`src/rtl/data_memory_pkg.sv`:
```
// Shared types and sizing for the block data memory and its storage array.
package data_memory_pkg;

    typedef enum logic [1:0] {
        StIdle = 2'd0,
        StBusy = 2'd1,
        StDone = 2'd2
    } state_e;

    localparam int unsigned AddrWidth      = 6;
    localparam int unsigned DataWidth      = 32;
    localparam int unsigned DefaultLatency = 4;
    localparam int unsigned CntWidth       = 4;
    localparam int unsigned Depth          = 1 << AddrWidth;

endpackage

```
`src/rtl/data_memory_array.sv`:
```
// Single-port synchronous block storage; the read register resets, the contents do not.
module data_memory_array
    import data_memory_pkg::*;
#(
    parameter int unsigned ArrDepth = Depth
) (
    input  logic                 clk_i,
    input  logic                 rst_i,
    input  logic                 en_i,
    input  logic                 we_i,
    input  logic [AddrWidth-1:0] addr_i,
    input  logic [DataWidth-1:0] wdata_i,
    output logic [DataWidth-1:0] rdata_o
);

    logic [DataWidth-1:0] mem_q [ArrDepth];
    logic [DataWidth-1:0] rdata_q;

    always_ff @(posedge clk_i) begin
        if (en_i && we_i) begin
            mem_q[addr_i] <= wdata_i;
        end
    end

    // Read data only moves on a read; writes leave the last value in place.
    always_ff @(posedge clk_i or posedge rst_i) begin
        if (rst_i) begin
            rdata_q <= '0;
        end else if (en_i && !we_i) begin
            rdata_q <= mem_q[addr_i];
        end
    end

    assign rdata_o = rdata_q;

endmodule

```
`src/rtl/data_memory.sv`:
```
// Multi-cycle block data memory: accepts one read or write, stays busy for LATENCY cycles.
module data_memory
    import data_memory_pkg::*;
#(
    parameter int unsigned LATENCY = DefaultLatency,
    parameter int unsigned DEPTH   = Depth
) (
    input  logic                 clock,
    input  logic                 reset,
    input  logic                 read,
    input  logic                 write,
    input  logic [AddrWidth-1:0] address,
    input  logic [DataWidth-1:0] writedata,
    output logic [DataWidth-1:0] readdata,
    output logic                 busywait
);

    localparam logic [CntWidth-1:0] CntLoad = CntWidth'(LATENCY - 1);

    state_e                state_q;
    logic [CntWidth-1:0]   cnt_q;
    logic                  op_write_q;
    logic [AddrWidth-1:0]  addr_q;
    logic [DataWidth-1:0]  wdata_q;

    logic valid_req;
    logic mem_en;

    // Read and write together is not a request at all.
    assign valid_req = read ^ write;
    assign busywait  = ((state_q == StIdle) && valid_req) || (state_q == StBusy);
    assign mem_en    = (state_q == StBusy) && (cnt_q == '0);

    always_ff @(posedge clock or posedge reset) begin
        if (reset) begin
            state_q    <= StIdle;
            cnt_q      <= '0;
            op_write_q <= 1'b0;
            addr_q     <= '0;
            wdata_q    <= '0;
        end else begin
            unique case (state_q)
                StIdle: begin
                    if (valid_req) begin
                        state_q    <= StBusy;
                        cnt_q      <= CntLoad;
                        op_write_q <= write;
                        addr_q     <= address;
                        wdata_q    <= writedata;
                    end
                end
                StBusy: begin
                    if (cnt_q == '0) begin
                        state_q <= StDone;
                    end else begin
                        cnt_q <= cnt_q - 1'b1;
                    end
                end
                StDone: begin
                    state_q <= StIdle;
                end
                default: begin
                    state_q <= StIdle;
                end
            endcase
        end
    end

    data_memory_array #(
        .ArrDepth (DEPTH)
    ) u_array (
        .clk_i   (clock),
        .rst_i   (reset),
        .en_i    (mem_en),
        .we_i    (op_write_q),
        .addr_i  (addr_q),
        .wdata_i (wdata_q),
        .rdata_o (readdata)
    );

endmodule
```
`config.mk`:
```
export PLATFORM = sky130hd
export DESIGN_NAME = data_memory
export DESIGN_NICKNAME = d
export VERILOG_FILES = /design/src/rtl/data_memory_pkg.sv /design/src/rtl/data_memory_array.sv /design/src/rtl/data_memory.sv
export SDC_FILE = /design/constraint.sdc
export NUM_CORES = 2
export LEC_CHECK = 0
export ABC_AREA = 1
export BUFFER_PORTS_ARGS = -buffer_cell sky130_fd_sc_hd__clkbuf_2
export CAP_MARGIN = 5
export CORE_MARGIN = 3
export CORE_UTILIZATION = 35
export DETAILED_ROUTE_END_ITERATION = 6
export GPL_TIMING_DRIVEN = 0
export HOLD_SLACK_MARGIN = 0.15
export PLACE_DENSITY = 0.53
export SYNTH_ARGS = -nofsm -noshare
export SYNTH_HDL_FRONTEND = slang
export SYNTH_SLANG_ARGS = --single-unit
```
`constraint.sdc`:
```
create_clock -name clock -period 7.55 [get_ports clock]
set_clock_uncertainty 0.15 [all_clocks]
set_input_delay 1.1325 -clock clock [delete_from_list [all_inputs] [get_ports clock]]
set_output_delay 1.1325 -clock clock [all_outputs]
set_load 0.01 [all_outputs]
```
==> flow_summary_export.csv <==
group,metric,value,unit
critical_path,worstSetupStartpointType,"flip-flop",
logic_synthesis,yosys.area.top_type_share,68.7,%
logic_synthesis,ys_types,25,
die,die_x,512,µm
global_route,grt_pass1_wl,427000,µm
critical_path,cpPeakStageDelay,1.17,ns
timing,min_period,4.70,ns
timing,setup_viol,0,
clock_network,clk_latency,0.88,ns
timing,tightest_slew,1.27,ns
drt,drt_wl_total,307000,µm
die,die_h,512,µm
logic_synthesis,yosysSeqAreaShare,70.9,%
placement,gp_congestion,0.913,
worst_hold_path,min-delay-start,"writedata[5]",
timing,finalMaxSlewViolations,0,
critical_path,r2r-start,"cnt_q[0]$_DFFE_PP0P_",
critical_path,crit_type,"reg2reg",
timing,hold_viol,0,
clock_network,cts_buffers,221,
worst_hold_path,holdPathEnd,"wdata_q[5]$_DFFE_PP0P_",
clock_network,root_buffer,"clkbuf_16",
die,start_util,35.4,%
critical_path,crit_path_cell_trace,"inv_1 -> ha_1 -> nand3_1 -> inv_1 -> nand2_1 -> nor2_1 -> nand3_1 -> nor2_4 -> buf_12",
die,fp-row-count,184,
clock_network,cts_resized,0,
power_and_ir_drop,leakage,0.0427,µW
drt,antenna_left,0,
power_and_ir_drop,cellPowerDensity,377,nW/µm²
cells_and_area,final_common_cell,"nand2_1",
logic_synthesis,synthCells,8202,
worst_hold_path,min_path_type,"in2reg",
global_route,grt_usage,22.9,%
placement,hpwl,213000,µm
cells_and_area,drive_gt1_share,11.1,%
placement,port_buffers,74,
timing,fmax,213,MHz
power_and_ir_drop,ir_worst_vdd,0.422,mV
timing,setup_ws,2.85,ns
logic_synthesis,syn_avg_cell_area,10.9,µm²
critical_path,worst_setup_path_end_kind,"flip-flop",
drt,dr.pass1.iters,6,
drt,drcViolationCount,0,
critical_path,critical-path-slowest-cell,"nor2_4",
critical_path,critPathRequiredTime,7.94,ns
global_route,grt_pass1_vias,56700,
flow_run,max-cap-violations,0,
cells_and_area,area_growth,15.9,%
timing,rsz0062_at_grt,"no",
global_route,antenna_found_initial,18,
drt,vias_per_cell,4.98,
critical_path,critPathArrivalTime,5.09,ns
critical_path,r2r_cells,9,
timing,setup_tns,0,ns
logic_synthesis,syn_nets,8245,
clock_network,cts_setup_buffers,0,
logic_synthesis,synth_edf_count,2048,
die,die_area,262000,µm²
global_route,grt_max_degree,66,
power_and_ir_drop,finalPower,39200,µW
critical_path,rr_endpoint,"u_array.mem_q[12][22]$_DFFE_PP_",
logic_synthesis,synthTopCellsByArea,"edfxtp_1 69%, nand2_1 9.3%, inv_1 6.2%",
clock_network,cts_hold_buf,1,
clock_network,path_clk_slew,0.06,ns
outcome,status,"complete, no violations",
logic_synthesis,synth_area,89500,µm²
logic_synthesis,synth_warnings,0,
cells_and_area,layout_common_cells,"2,227 x nand2_1, 2,048 x edfxtp_1, 1,468 x inv_1, 632 x nand3_1, 596 x nor2_1",
logic_synthesis,ys_ff_latch,2125,
clock_network,numClockSinks,2125,
critical_path,crit_fanout,18,
timing,finalCritPeriodShare,62.3,%
drt,vias,60500,
logic_synthesis,yosysTopAreaCell,"edfxtp_1",
die,core,253000,µm²
critical_path,rrSetupSlack,2.85,ns
clock_network,cts_tree,"done",
global_route,grt_overflow,0,
logic_synthesis,synthFlopType,"edfxtp_1",
timing,holdWs,0.304,ns
clock_network,cts_buffer_depth,3,
die,io_pins,75,
logic_synthesis,ys_async_sr_fraction,3.62,%
drt,drtIter0Drc,7369,
worst_hold_path,min_path_cells,3,
cells_and_area,final_nets,8643,
drt,detail_route.wl_per_cell,25.3,µm
placement,pre_cts_slack,3.04,ns
timing,maxSlewHeadroom,15.0,%
clock_network,htreeDepth,4,
layout make-up:
type | instances | area (µm²)
Clock inverter | 107 | 881
Antenna cell | 10 | 25.0
Timing Repair Buffer | 175 | 2550
Inverter | 1479 | 5560
Buffer | 380 | 2090
Clock buffer | 296 | 6000
Multi-Input combinational cell | 4218 | 18900
Tap cell | 3348 | 4190
Sequential cell | 2125 | 63500
Fill cell | 23900 | 149000
Yosys cell counts (2+ instances only):
library cell and instances:
nor2_1 661, a21oi_1 2, edfxtp_1 2048, or2_2 102, inv_1 1469, buf_4 53, nand3_1 632, buf_1 12
buf_2 222, buf_6 25, nor3_1 5, or2_1 30, inv_2 9, nor3_2 5, o211ai_1 280, dfrtp_1 77
clkbuf_1 68, o21ai_1 151, nand2_1 2227, o21ai_0 118, nor2_4 2
cells by family after synthesis:
group                      share of synthesized area [%]
AOI/OAI and AO/OA                                   3.87
adders and majority gates                         0.0140
buffers and inverters                               8.55
DFF                                                 70.9
and+or+nand+nor                                     16.7
worst max-delay path: cells and delay by family (launching register included):
family,cells,cell delay (ns)
and+or+nand+nor,5,3.18
buffers and inverters,3,0.46
DFF,1,0.36
adders and majority gates,1,0.18
registers in the layout, summed over array words and instances (netlist names):
signal           flops
state_q              2
u_array.rdata_o     32
addr_q               6
cnt_q                4
op_write_q           1
u_array.mem_q     2048
wdata_q             32
per-layer routing:
metal  GRT usage, %  share of wire (%)
met2           36.2                 46
met1           31.0                 41
met3           3.63                7.9
met5              0             0.0036
met4           10.9                5.1
power breakdown:
part	switching (µW)	total (µW)	internal, µW
clock	4590	10500	5950
combinational	9450	12500	3080
sequential	1340	16100	14700
how the worst max path moves through the flow:
stage | from | to | slack (ns) | cells past startpoint
floorplan | cnt_q[0]$_DFFE_PP0P_ | u_array.mem_q[0][0]$_DFFE_PP_ | 4.22 | 8
global placement | addr_q[3]$_DFFE_PP0P_ | u_array.mem_q[7][26]$_DFFE_PP_ | 0.64 | 4
detailed placement | cnt_q[0]$_DFFE_PP0P_ | u_array.mem_q[12][24]$_DFFE_PP_ | 3.04 | 9
CTS | cnt_q[0]$_DFFE_PP0P_ | u_array.mem_q[12][22]$_DFFE_PP_ | 2.99 | 9
global route | cnt_q[0]$_DFFE_PP0P_ | u_array.mem_q[12][22]$_DFFE_PP_ | 2.66 | 9
finish | cnt_q[0]$_DFFE_PP0P_ | u_array.mem_q[12][22]$_DFFE_PP_ | 2.85 | 9
metrics by stage:
stage               cells  cell area (µm²)  utilization [%]
floorplan            8202            89500                -
global placement    11600            94000             37.2
detailed placement  11700            96800             38.3
CTS                 12100           104000             41.0
global route        12100           104000             41.0
finish              12100           104000             41.0
Note: power is estimated with default switching activity, not from simulation.
